## config.mk

```make
export PLATFORM = sky130hd
export DESIGN_NAME = pong_engine_flat
export DESIGN_NICKNAME = d
export VERILOG_FILES = /design/src/rtl/pong_pkg.sv /design/src/rtl/pong_if.sv /design/src/rtl/pong_paddle.sv /design/src/rtl/pong_engine.sv /design/src/flat_wrapper.sv
export SDC_FILE = /design/constraint.sdc
export NUM_CORES = 1
export LEC_CHECK = 0
export BUFFER_PORTS_ARGS = -buffer_cell sky130_fd_sc_hd__clkbuf_2
export CORE_UTILIZATION = 55
export CTS_BUF_LIST = sky130_fd_sc_hd__clkbuf_8
export DETAILED_ROUTE_END_ITERATION = 16
export GPL_TIMING_DRIVEN = 0
export HOLD_SLACK_MARGIN = 0.02
export PLACE_DENSITY = 0.74
export SYNTH_ARGS = -nofsm -noshare
export SYNTH_HDL_FRONTEND = slang
export SYNTH_SLANG_ARGS = --single-unit
```

## constraint.sdc

```tcl
create_clock -name clk -period 4 [get_ports clk]
set_input_delay 1 -clock clk [delete_from_list [all_inputs] [get_ports clk]]
set_output_delay 1 -clock clk [all_outputs]
set_load 0.05 [all_outputs]
```

## src/rtl/pong_pkg.sv

```systemverilog
// Shared types, default geometry and helpers for the two-player pong core.
package pong_pkg;

  typedef enum logic [1:0] {
    IDLE  = 2'd0,
    PLAY  = 2'd1,
    POINT = 2'd2,
    OVER  = 2'd3
  } game_state_t;

  localparam int DEF_POS_W        = 10;
  localparam int DEF_SCREEN_W     = 640;
  localparam int DEF_SCREEN_H     = 480;
  localparam int DEF_BALL_SIZE    = 10;
  localparam int DEF_PADDLE_W     = 10;
  localparam int DEF_PADDLE_H     = 60;
  localparam int DEF_BALL_SPEED   = 2;
  localparam int DEF_PADDLE_SPEED = 2;
  localparam int DEF_TICK_DIV     = 50000;
  localparam int DEF_SCORE_W      = 4;
  localparam int DEF_WIN_SCORE    = 9;
  localparam int DEF_HOLD_TICKS   = 60;

  // Minimum 1 bit so single-value counters still elaborate.
  function automatic int clog2(input int v);
    int r;
    r = 1;
    while ((1 << r) < v) r++;
    return r;
  endfunction

endpackage

```

## src/rtl/pong_if.sv

```systemverilog
// Player controls in, game view (positions, scores, status) out.
interface pong_if #(
  parameter int POS_W   = pong_pkg::DEF_POS_W,
  parameter int SCORE_W = pong_pkg::DEF_SCORE_W
) ();
  import pong_pkg::*;

  logic               p1_up, p1_down, p2_up, p2_down, serve;
  logic [POS_W-1:0]   ball_x, ball_y, paddle1_y, paddle2_y;
  logic [SCORE_W-1:0] score1, score2;
  game_state_t        game_state;
  logic               point_p1, point_p2, tick;

  modport slave (
    input  p1_up, p1_down, p2_up, p2_down, serve,
    output ball_x, ball_y, paddle1_y, paddle2_y, score1, score2,
           game_state, point_p1, point_p2, tick
  );

  modport master (
    output p1_up, p1_down, p2_up, p2_down, serve,
    input  ball_x, ball_y, paddle1_y, paddle2_y, score1, score2,
           game_state, point_p1, point_p2, tick
  );
endinterface

```

## src/rtl/pong_paddle.sv

```systemverilog
// One paddle: top-edge register moved on frame ticks, clamped to the playfield.
module pong_paddle #(
  parameter int POS_W        = 10,
  parameter int SCREEN_H     = 480,
  parameter int PADDLE_H     = 60,
  parameter int PADDLE_SPEED = 2
) (
  input  logic             clk,
  input  logic             rst_n,
  input  logic             tick,
  input  logic             freeze,
  input  logic             up,
  input  logic             down,
  output logic [POS_W-1:0] y
);
  typedef logic [POS_W:0] ext_t;

  localparam ext_t             Y_MAX = ext_t'(SCREEN_H - PADDLE_H);
  localparam ext_t             SPD   = ext_t'(PADDLE_SPEED);
  localparam logic [POS_W-1:0] Y_RST = POS_W'((SCREEN_H - PADDLE_H) / 2);
  localparam logic [POS_W-1:0] STEP  = POS_W'(PADDLE_SPEED);

  ext_t y_dn;
  assign y_dn = ext_t'(y) + SPD;

  always_ff @(posedge clk or negedge rst_n) begin
    if (!rst_n) begin
      y <= Y_RST;
    end else if (tick && !freeze && (up ^ down)) begin
      if (up) y <= (ext_t'(y) >= SPD) ? y - STEP : '0;
      else    y <= (y_dn > Y_MAX) ? Y_MAX[POS_W-1:0] : y_dn[POS_W-1:0];
    end
  end
endmodule

```

## src/rtl/pong_engine.sv

```systemverilog
// Two-player pong core: frame tick, ball motion, paddle collision, scoring and game FSM.
module pong_engine
  import pong_pkg::*;
#(
  parameter int POS_W        = DEF_POS_W,
  parameter int SCREEN_W     = DEF_SCREEN_W,
  parameter int SCREEN_H     = DEF_SCREEN_H,
  parameter int BALL_SIZE    = DEF_BALL_SIZE,
  parameter int PADDLE_W     = DEF_PADDLE_W,
  parameter int PADDLE_H     = DEF_PADDLE_H,
  parameter int BALL_SPEED   = DEF_BALL_SPEED,
  parameter int PADDLE_SPEED = DEF_PADDLE_SPEED,
  parameter int TICK_DIV     = DEF_TICK_DIV,
  parameter int SCORE_W      = DEF_SCORE_W,
  parameter int WIN_SCORE    = DEF_WIN_SCORE,
  parameter int HOLD_TICKS   = DEF_HOLD_TICKS
) (
  input  logic  clk,
  input  logic  rst_n,
  pong_if.slave io
);
  localparam int CW = clog2(TICK_DIV);
  localparam int HW = clog2(HOLD_TICKS);

  typedef logic [POS_W+1:0] ext_t;
  typedef logic [POS_W-1:0] pos_t;

  localparam pos_t X_CTR   = pos_t'((SCREEN_W - BALL_SIZE) / 2);
  localparam pos_t Y_CTR   = pos_t'((SCREEN_H - BALL_SIZE) / 2);
  localparam pos_t X_LEFT  = pos_t'(PADDLE_W);
  localparam pos_t X_RIGHT = pos_t'(SCREEN_W - PADDLE_W - BALL_SIZE);
  localparam pos_t Y_BOT   = pos_t'(SCREEN_H - BALL_SIZE);
  localparam pos_t STEP    = pos_t'(BALL_SPEED);
  localparam ext_t E_BS    = ext_t'(BALL_SIZE);
  localparam ext_t E_SPD   = ext_t'(BALL_SPEED);
  localparam ext_t E_PH    = ext_t'(PADDLE_H);
  localparam ext_t E_H     = ext_t'(SCREEN_H);
  localparam ext_t L_LIM   = ext_t'(PADDLE_W + BALL_SPEED);
  localparam ext_t R_LIM   = ext_t'(SCREEN_W - PADDLE_W);
  localparam logic [CW-1:0]      CNT_LAST  = CW'(TICK_DIV - 1);
  localparam logic [HW-1:0]      HOLD_LAST = HW'(HOLD_TICKS - 1);
  localparam logic [SCORE_W-1:0] WIN       = SCORE_W'(WIN_SCORE);

  logic [CW-1:0]      cnt;
  logic [HW-1:0]      hold_cnt;
  logic               tick, serve_req, dir_x, dir_y, freeze;
  pos_t               ball_x, ball_y, ny;
  logic               ndy;
  logic [SCORE_W-1:0] score1, score2;
  game_state_t        state;
  logic               point_p1, point_p2;

  logic [1:0][POS_W-1:0] pad_y;
  logic [1:0]            pad_up, pad_dn;

  assign tick   = (cnt == CNT_LAST);
  assign freeze = (state == OVER);
  assign pad_up = {io.p2_up, io.p1_up};
  assign pad_dn = {io.p2_down, io.p1_down};

  for (genvar i = 0; i < 2; i++) begin : g_pad
    pong_paddle #(
      .POS_W(POS_W), .SCREEN_H(SCREEN_H), .PADDLE_H(PADDLE_H), .PADDLE_SPEED(PADDLE_SPEED)
    ) u_pad (
      .clk(clk), .rst_n(rst_n), .tick(tick), .freeze(freeze),
      .up(pad_up[i]), .down(pad_dn[i]), .y(pad_y[i])
    );
  end

  ext_t bx, by, p1, p2;
  logic hit1, hit2, at_left, at_right;
  assign bx       = ext_t'(ball_x);
  assign by       = ext_t'(ball_y);
  assign p1       = ext_t'(pad_y[0]);
  assign p2       = ext_t'(pad_y[1]);
  assign hit1     = (by + E_BS > p1) && (by < p1 + E_PH);
  assign hit2     = (by + E_BS > p2) && (by < p2 + E_PH);
  assign at_left  = !dir_x && (bx < L_LIM);
  assign at_right = dir_x && (bx + E_BS + E_SPD > R_LIM);

  // Vertical step with wall clamp; applied on every PLAY tick, miss ticks included.
  always_comb begin
    ny  = ball_y;
    ndy = dir_y;
    if (!dir_y) begin
      if (by < E_SPD) begin ny = '0; ndy = 1'b1; end
      else ny = ball_y - STEP;
    end else if (by + E_BS + E_SPD > E_H) begin
      ny = Y_BOT; ndy = 1'b0;
    end else ny = ball_y + STEP;
  end

  always_ff @(posedge clk or negedge rst_n) begin
    if (!rst_n) begin
      cnt       <= '0;
      hold_cnt  <= '0;
      serve_req <= 1'b0;
      ball_x    <= X_CTR;
      ball_y    <= Y_CTR;
      dir_x     <= 1'b1;
      dir_y     <= 1'b1;
      score1    <= '0;
      score2    <= '0;
      state     <= IDLE;
      point_p1  <= 1'b0;
      point_p2  <= 1'b0;
    end else begin
      point_p1 <= 1'b0;
      point_p2 <= 1'b0;
      cnt      <= tick ? '0 : cnt + 1'b1;
      // A pending request is consumed by the next tick; a press on a tick with none pending waits for the following one.
      if (tick && serve_req) serve_req <= 1'b0;
      else if (io.serve && (state == IDLE || state == OVER)) serve_req <= 1'b1;
      if (tick) begin
        case (state)
          IDLE: if (serve_req) begin
            state <= PLAY;
            dir_y <= ~dir_y;
          end
          PLAY: begin
            ball_y <= ny;
            dir_y  <= ndy;
            if (at_left) begin
              if (hit1) begin
                ball_x <= X_LEFT;
                dir_x  <= 1'b1;
              end else begin
                if (score2 != WIN) score2 <= score2 + 1'b1;
                point_p2 <= 1'b1;
                dir_x    <= 1'b0;
                hold_cnt <= '0;
                state    <= POINT;
              end
            end else if (at_right) begin
              if (hit2) begin
                ball_x <= X_RIGHT;
                dir_x  <= 1'b0;
              end else begin
                if (score1 != WIN) score1 <= score1 + 1'b1;
                point_p1 <= 1'b1;
                dir_x    <= 1'b1;
                hold_cnt <= '0;
                state    <= POINT;
              end
            end else begin
              ball_x <= dir_x ? ball_x + STEP : ball_x - STEP;
            end
          end
          POINT: if (hold_cnt == HOLD_LAST) begin
            if (score1 == WIN || score2 == WIN) state <= OVER;
            else begin
              state  <= IDLE;
              ball_x <= X_CTR;
              ball_y <= Y_CTR;
            end
          end else hold_cnt <= hold_cnt + 1'b1;
          OVER: if (serve_req) begin
            score1 <= '0;
            score2 <= '0;
            ball_x <= X_CTR;
            ball_y <= Y_CTR;
            dir_x  <= 1'b1;
            state  <= IDLE;
          end
          default: state <= IDLE;
        endcase
      end
    end
  end

  assign io.ball_x     = ball_x;
  assign io.ball_y     = ball_y;
  assign io.paddle1_y  = pad_y[0];
  assign io.paddle2_y  = pad_y[1];
  assign io.score1     = score1;
  assign io.score2     = score2;
  assign io.game_state = state;
  assign io.point_p1   = point_p1;
  assign io.point_p2   = point_p2;
  assign io.tick       = tick;
endmodule

```

## src/flat_wrapper.sv

```systemverilog
// flat-port wrapper written by rule: the top's interface ports become plain ports
module pong_engine_flat import pong_pkg::*;
#(
  parameter int POS_W        = DEF_POS_W,
  parameter int SCREEN_W     = DEF_SCREEN_W,
  parameter int SCREEN_H     = DEF_SCREEN_H,
  parameter int BALL_SIZE    = DEF_BALL_SIZE,
  parameter int PADDLE_W     = DEF_PADDLE_W,
  parameter int PADDLE_H     = DEF_PADDLE_H,
  parameter int BALL_SPEED   = DEF_BALL_SPEED,
  parameter int PADDLE_SPEED = DEF_PADDLE_SPEED,
  parameter int TICK_DIV     = DEF_TICK_DIV,
  parameter int SCORE_W      = DEF_SCORE_W,
  parameter int WIN_SCORE    = DEF_WIN_SCORE,
  parameter int HOLD_TICKS   = DEF_HOLD_TICKS
)
  (clk, rst_n, io_p1_up, io_p1_down, io_p2_up, io_p2_down, io_serve, io_ball_x, io_ball_y, io_paddle1_y, io_paddle2_y, io_score1, io_score2, io_game_state, io_point_p1, io_point_p2, io_tick);
  pong_if #(.POS_W(POS_W), .SCORE_W(SCORE_W)) io_i ();
  input  logic clk;
  input  logic rst_n;
  input wire logic [$bits(io_i.p1_up)-1:0] io_p1_up;
  input wire logic [$bits(io_i.p1_down)-1:0] io_p1_down;
  input wire logic [$bits(io_i.p2_up)-1:0] io_p2_up;
  input wire logic [$bits(io_i.p2_down)-1:0] io_p2_down;
  input wire logic [$bits(io_i.serve)-1:0] io_serve;
  output wire logic [$bits(io_i.ball_x)-1:0] io_ball_x;
  output wire logic [$bits(io_i.ball_y)-1:0] io_ball_y;
  output wire logic [$bits(io_i.paddle1_y)-1:0] io_paddle1_y;
  output wire logic [$bits(io_i.paddle2_y)-1:0] io_paddle2_y;
  output wire logic [$bits(io_i.score1)-1:0] io_score1;
  output wire logic [$bits(io_i.score2)-1:0] io_score2;
  output wire logic [$bits(io_i.game_state)-1:0] io_game_state;
  output wire logic [$bits(io_i.point_p1)-1:0] io_point_p1;
  output wire logic [$bits(io_i.point_p2)-1:0] io_point_p2;
  output wire logic [$bits(io_i.tick)-1:0] io_tick;
  assign io_i.p1_up = io_p1_up;
  assign io_i.p1_down = io_p1_down;
  assign io_i.p2_up = io_p2_up;
  assign io_i.p2_down = io_p2_down;
  assign io_i.serve = io_serve;
  assign io_ball_x = io_i.ball_x;
  assign io_ball_y = io_i.ball_y;
  assign io_paddle1_y = io_i.paddle1_y;
  assign io_paddle2_y = io_i.paddle2_y;
  assign io_score1 = io_i.score1;
  assign io_score2 = io_i.score2;
  assign io_game_state = io_i.game_state;
  assign io_point_p1 = io_i.point_p1;
  assign io_point_p2 = io_i.point_p2;
  assign io_tick = io_i.tick;
  pong_engine #(.POS_W(POS_W), .SCREEN_W(SCREEN_W), .SCREEN_H(SCREEN_H), .BALL_SIZE(BALL_SIZE), .PADDLE_W(PADDLE_W), .PADDLE_H(PADDLE_H), .BALL_SPEED(BALL_SPEED), .PADDLE_SPEED(PADDLE_SPEED), .TICK_DIV(TICK_DIV), .SCORE_W(SCORE_W), .WIN_SCORE(WIN_SCORE), .HOLD_TICKS(HOLD_TICKS)) u_core (.clk(clk), .rst_n(rst_n), .io(io_i));
endmodule
```

; ---- Word level (Yosys, flattened, before mapping)
; Index checks and enable logic that the tools add are counted.
[word_totals]
output_inout_bits = 53
elab_cells = 169
ram_bits = 0
mem_bits_ro = 0
latch_bits = 0
regBits = 77
mem_count = 0
input_bits = 7
[classes]
reduce_logical = 27
div = 0
n_addsub = 18
n_shift = 0
n_eq_ne = 26
magnitude_cmp = 12
mul = 0
n_mux = 69
n_bitwise = 3
[op_table]
columns = cell, count
row1 = two-way mux 10 bit, 20
row2 = one-hot mux 10 bit (3 select lines), 2
row3 = subtractor 10 x 2 -> 10 bit (second input constant), 4
row4 = two-way mux 4 bit, 8
row5 = two-way mux 6 bit, 5
row6 = adder 12 x 2 -> 12 bit (second input constant), 2
row7 = greater-than comparator 12 x 10 -> 1 bit, 2
row8 = < comparator 10 x 12 -> 1 bit, 2
row9 = adder 10 x 2 -> 11 bit (second input constant), 2
row10 = adder 10 x 4 -> 11 bit (second input constant), 2
row11 = adder 10 x 6 -> 11 bit (second input constant), 2
row12 = greater-than comparator 11 x 9 -> 1 bit (second input constant), 2
row13 = AND reduction 7 bit, 3
row14 = adder 10 x 2 -> 10 bit (second input constant), 2
row15 = >= comparator 10 x 2 -> 1 bit (second input constant), 2
row16 = two-way mux 1 bit, 19
row17 = adder 16 x 1 -> 16 bit (second input constant), 1
row18 = equality test 16 bit (second input constant), 1
row19 = two-way mux 16 bit, 1
row20 = two-way mux 2 bit, 8
row21 = one-hot mux 4 bit (2 select lines), 2
row22 = inequality test 2 x 1 -> 1 bit (second input constant), 7
row23 = greater-than comparator 12 x 10 -> 1 bit (second input constant), 1
row24 = greater-than comparator 12 x 9 -> 1 bit (second input constant), 1
row25 = 29 further kinds, 54

; ---- Logic depth before layout (Yosys ltp)
[logic_depth]
depth_word = 8
mapped_depth = 18
mapped_depth_nobuf = 15

; ---- By module
; From an unflattened synthesis, not the netlist that was laid out.
[hier_totals]
cells_unflattened = 906
area_unflattened_um2 = 7611.0
[by_module_without_submodules]
columns = mod, instances, seq_area_each_um2, cells_per_inst, area_per_inst_um2
row1 = pong_engine, 1, 1443.9, 652, 5626.6
row2 = pong_paddle, 2, 230.2, 127, 992.2

; ---- Worst setup path after synthesis
; No wires, ideal clock.
[synth_path]
kind = flip-flop to flip-flop
start = register u_core.ball_y[1] (netlist: u_core.io.ball_y[1])
end = register u_core.hold_cnt[3]
arrival_time_ns = 3.698
stages_incl_launch_ff = 16
synth_period_minus_slack_ns = 3.822
n_path_buf = 2
setup_slack_ns = 0.178
setup_ns = 0.124
t_required_ns = 3.876
cell_sequence = dfstp_2 ha_1 buf_2 o21ai_1 or2_2 xnor2_1 ha_1 nand3_1 nor4_1 a21oi_1 o21a_1 nor2_1 a21oi_4 or2_1 buf_2 a211o_1
[synth_via]
elab_chain_len = 5
word_cells_on_any_way = 10
cone_classes = add/sub: 1 / order compare: 4 / eq/ne: 2 / reduce/logical: 3
[synth_rtl]
columns = element, line_no
row1 = from (decl), pong_engine.sv:47  ; pos_t ball_x, ball_y, ny;
row2 = from (signal assigned), pong_engine.sv:121  ; ball_y <= ny;
row3 = adder 10 x 4 -> 11 bit, "pong_engine.sv:76, pong_engine.sv:77"
row4 = greater-than comparator 12 x 10 -> 1 bit (on tied branches), "pong_engine.sv:76, pong_engine.sv:77"
row5 = logical AND 1 bit (on tied branches), "pong_engine.sv:76, pong_engine.sv:77"
row6 = inequality test 3 bit (no source line), --
row7 = AND reduction 6 bit (no source line) *, --
row8 = to (signal assigned), pong_engine.sv:156  ; end else hold_cnt <= hold_cnt + 1'b1;
row9 = to (decl), pong_engine.sv:45  ; logic [HW-1:0] hold_cnt;
; Mark *: on every way between the ends. The rest lies on a longest branch, timed or not.
; A chain may end at the register's enable or synchronous reset.

; ---- Final worst setup path
; Same ends and word-level chain as after synthesis.

==> results.cfg <==
[outcome]
run_status = completed

[placement]
post_placement_setup_slack_ns = -0.200
globalplace.congestion = 0.984
buffer_ports.inserted = 56
dpl.hpwl_um = 14400

[clock_network]
cts.clk_slew.worst_paths_ns = 0.09
clockBufferDepth = 2
tritoncts = done
numCtsBuffers = 9
htree_levels = 3
clkSinkCount = 75
cts_root_buffer = sky130_fd_sc_hd__clkbuf_8
worst_skew_pair.late_latency_ns = 0.38

[floorplan]
core_region_area_sq_um = 13200
starting_density_of_the_core_pct = 56.3
die-area_sq_um = 14000
die_width_um = 118
number_of_core_rows = 42
die_span_in_y_um = 118
floorplan.io_pins = 60

[sta]
timing_worst_slew_pin_value_ns = 0.966
finalMaxSlewViolations = 0
layout_setup_ws_ns = 0.186
period_needed_ns = 3.81
final.setup.tns_ns = 0
setup-violations-final = 0
final.setup_skew_ns = 0.0140
finalHoldViolCount = 0
post-route-period-util_pct = 95.4
max_slew_margin_pct = 35.1
max_freq_mhz = 262

[route]
post_drt_via_cell_ratio = 6.17
vias = 7292
first_pass_iters = 5
wl_per_cell_um = 16.5
drtAntennaViolNets = 0
detail_route.wirelength_um = 19500
drt_first_iter_violations = 727
route.detailed.drc = 0

[grt]
grt_antenna_before_repair = 0
grt_start_max_net_pins = 47
groute.usage.overall_pct = 28.7
grt_overflow_total = 0
via_count_of_the_first_global_routing_pass = 6671
grt_pass1_wl_um = 32700

[worst_hold_path]
worstHoldPathType = reg2reg
hold-path-cell-count = 1

[power_and_ir_drop]
power_leakage_nw = 3.56
worst_ir_drop_vdd_v = 0.000162
p_per_area_nw_per_um2 = 188

[setup_path]
timing.critical_path.from_type = flip-flop
critical_path_peak_fanout = 10
critical_path.reg2reg.startpoint = u_core.io.ball_y[1]
r2r_cells = 16
endpoint_kind = flip-flop
rr_endpoint = u_core.hold_cnt[3]
cp_capture_point = u_core.hold_cnt[3]
ff_to_ff_setup_slack_ns = 0.19
critPathRequiredTime_ns = 4.26
timing.critical_path.from = u_core.io.ball_y[1]
timing.critical_path.arrival_ns = 4.08
setup.worst_path.class = reg2reg

[finish]
seq_area_sq_um = 1910
multi_input_area_sq_um = 5130
num_antenna_cells = 0
layout_commonest_cell = sky130_fd_sc_hd__nor2_1
most-common-layout-cells = 80 x sky130_fd_sc_hd__nor2_1, 76 x sky130_fd_sc_hd__nand2_1, 73 x sky130_fd_sc_hd__ha_1
area_added_between_synthesis_and_finish_pct = 10.9
post_layout_net_count = 1082
layout-drive-gt1-share_pct = 16.0
layout.filler_cells = 1243

[logic_synthesis]
synth_enable_flop_cells = 0
syn-mean-instance-area_sq_um = 8.02
synthArstFlopShare_pct = 100
cell_area_after_synthesis_sq_um = 7430
post_synth_mux_area_share_pct = 1.57
post_synth_inst_count = 927
synthAdderAreaFrac_pct = 12.6
yosys.cell_types.count = 96
main_combinational_cell_family_by_area_after_synthesis = simple AND/OR/NAND/NOR gates
post_synth_and_or_nand_nor_area_fraction_pct = 25.0
synthesis.yosys.warnings = 0
synth-xor-area-share_pct = 5.89
synth_compound_area_share_pct = 23.5
ys.flop_type = sky130_fd_sc_hd__dfrtp_1
synth-seq-cells = 75
seq_area_frac_synth_pct = 25.6

[job]
cap_viol_max_count = 0
-- critical path, cell delays in order (launching register included) --
cell,delay (ns)
sky130_fd_sc_hd__dfstp_2,0.55
sky130_fd_sc_hd__ha_1,0.18
sky130_fd_sc_hd__buf_2,0.24
sky130_fd_sc_hd__o21ai_1,0.11
sky130_fd_sc_hd__or2_2,0.31
sky130_fd_sc_hd__xnor2_1,0.28
sky130_fd_sc_hd__ha_1,0.31
sky130_fd_sc_hd__nand3_1,0.13
sky130_fd_sc_hd__nor2_1,0.06
sky130_fd_sc_hd__o21ai_0,0.15
sky130_fd_sc_hd__a21oi_1,0.08
sky130_fd_sc_hd__o21a_1,0.27
sky130_fd_sc_hd__nor2_4,0.22
sky130_fd_sc_hd__a21oi_4,0.11
sky130_fd_sc_hd__or2_1,0.24
sky130_fd_sc_hd__buf_2,0.16
sky130_fd_sc_hd__a211o_1,0.28
-- sequential cells by signal (all words and copies together), names as in the netlist, 2 cells and up --
name                  cells
u_core.cnt               16
u_core.hold_cnt           6
u_core.io.score1          4
u_core.io.ball_y         10
u_core.g_pad.u_pad.y     18
u_core.io.score2          4
u_core.io.ball_x         10
u_core.io.game_state      2
-- timing repair --
item | 4_1_cts | 5_1_grt
gates resized for setup | 3 | 5
cloned | 0 | 0
endpoints found under the setup margin | 8 | 19
pin swaps | 0 | 1
hold buffers | 0 | 0
buffers inserted | 2 | 5
-- cell type report --
class / instances / share of cell area [%]
multi-input combinational: 754 / 62.3
tap: 176 / 2.67
inverter: 44 / 2.00
sequential: 75 / 23.1
timing repair buffer: 64 / 4.37
clock inverter: 7 / 0.850
buffer: 53 / 3.17
clock buffer: 9 / 1.50
-- power by group --
part | internal (mW) | switching, mW
Clock | 0.288 | 0.324
Sequential | 0.765 | 0.00849
Combinational | 0.0529 | 0.111
Total | 1.11 | 0.443
-- through the flow --
| stage | std cells | utilization (%) | power [mW] | hold slack, ns | area [sq um] |
|---|---|---|---|---|---|
| 2_1_floorplan | 928 | - | 0.898 | 0.425 | 7440 |
| 3_3_place_gp | 1160 | 60.2 | 0.946 | 0.441 | 7940 |
| 3_5_place_dp | 1161 | 60.4 | 0.951 | 0.450 | 7970 |
| 4_1_cts | 1179 | 62.0 | 1.56 | 0.462 | 8180 |
| 6_report | 1182 | 62.5 | 1.55 | 0.460 | 8240 |
| 5_1_grt | 1182 | 62.5 | 1.61 | 0.471 | 8240 |
-- per-layer routing --
layer  track usage (%)  vias up  share of wire, %
li1                  -     3556                 -
met1              41.5     3448                48
met2              44.2      264                45
met3              4.10       24               5.8
met4              8.65        0               1.2
met5                 0        -                 0
-- cells in the mapped netlist, types with 10 or more instances --
library cell / n / area, sq um
sky130_fd_sc_hd__and3_1: 11 / 68.8
sky130_fd_sc_hd__nand4_1: 13 / 81.3
sky130_fd_sc_hd__o211ai_1: 12 / 90.1
sky130_fd_sc_hd__a21oi_1: 57 / 285
sky130_fd_sc_hd__a31oi_1: 13 / 81.3
sky130_fd_sc_hd__nor3_1: 29 / 145
sky130_fd_sc_hd__nor2_1: 81 / 304
sky130_fd_sc_hd__nand2b_1: 10 / 62.6
sky130_fd_sc_hd__inv_1: 42 / 158
sky130_fd_sc_hd__nor2b_1: 12 / 75.1
sky130_fd_sc_hd__o21ai_0: 64 / 320
sky130_fd_sc_hd__xnor2_1: 39 / 342
sky130_fd_sc_hd__nor4_1: 15 / 93.8
sky130_fd_sc_hd__dfrtp_1: 53 / 1330
sky130_fd_sc_hd__o31ai_1: 12 / 90.1
sky130_fd_sc_hd__dfstp_2: 22 / 578
sky130_fd_sc_hd__ha_1: 73 / 913
sky130_fd_sc_hd__and2_1: 13 / 81.3
sky130_fd_sc_hd__o21ai_1: 10 / 50.1
sky130_fd_sc_hd__nand2_1: 76 / 285
sky130_fd_sc_hd__xor2_1: 11 / 96.3
sky130_fd_sc_hd__clkbuf_1: 33 / 124
sky130_fd_sc_hd__nand3_1: 44 / 220
-- logic make-up after synthesis --
group | Yosys count
compound gates | 261
xor+xnor | 50
fa+ha+maj | 74
buf+inv | 99
flops | 75
mux | 11
other cells | 1
simple gates | 356
-- how the worst min path moves through the flow --
stage	from	end	slack (ns)
final	u_core.cnt[0]	u_core.cnt[0]	0.46
after floorplan	u_core.cnt[0]	u_core.cnt[0]	0.43
after global placement	u_core.cnt[0]	u_core.cnt[0]	0.44
after detailed placement	u_core.cnt[0]	u_core.cnt[0]	0.45
after global routing	u_core.cnt[0]	u_core.cnt[0]	0.47
after CTS	u_core.cnt[0]	u_core.cnt[0]	0.46
Note: power is estimated with default switching activity, not from simulation.
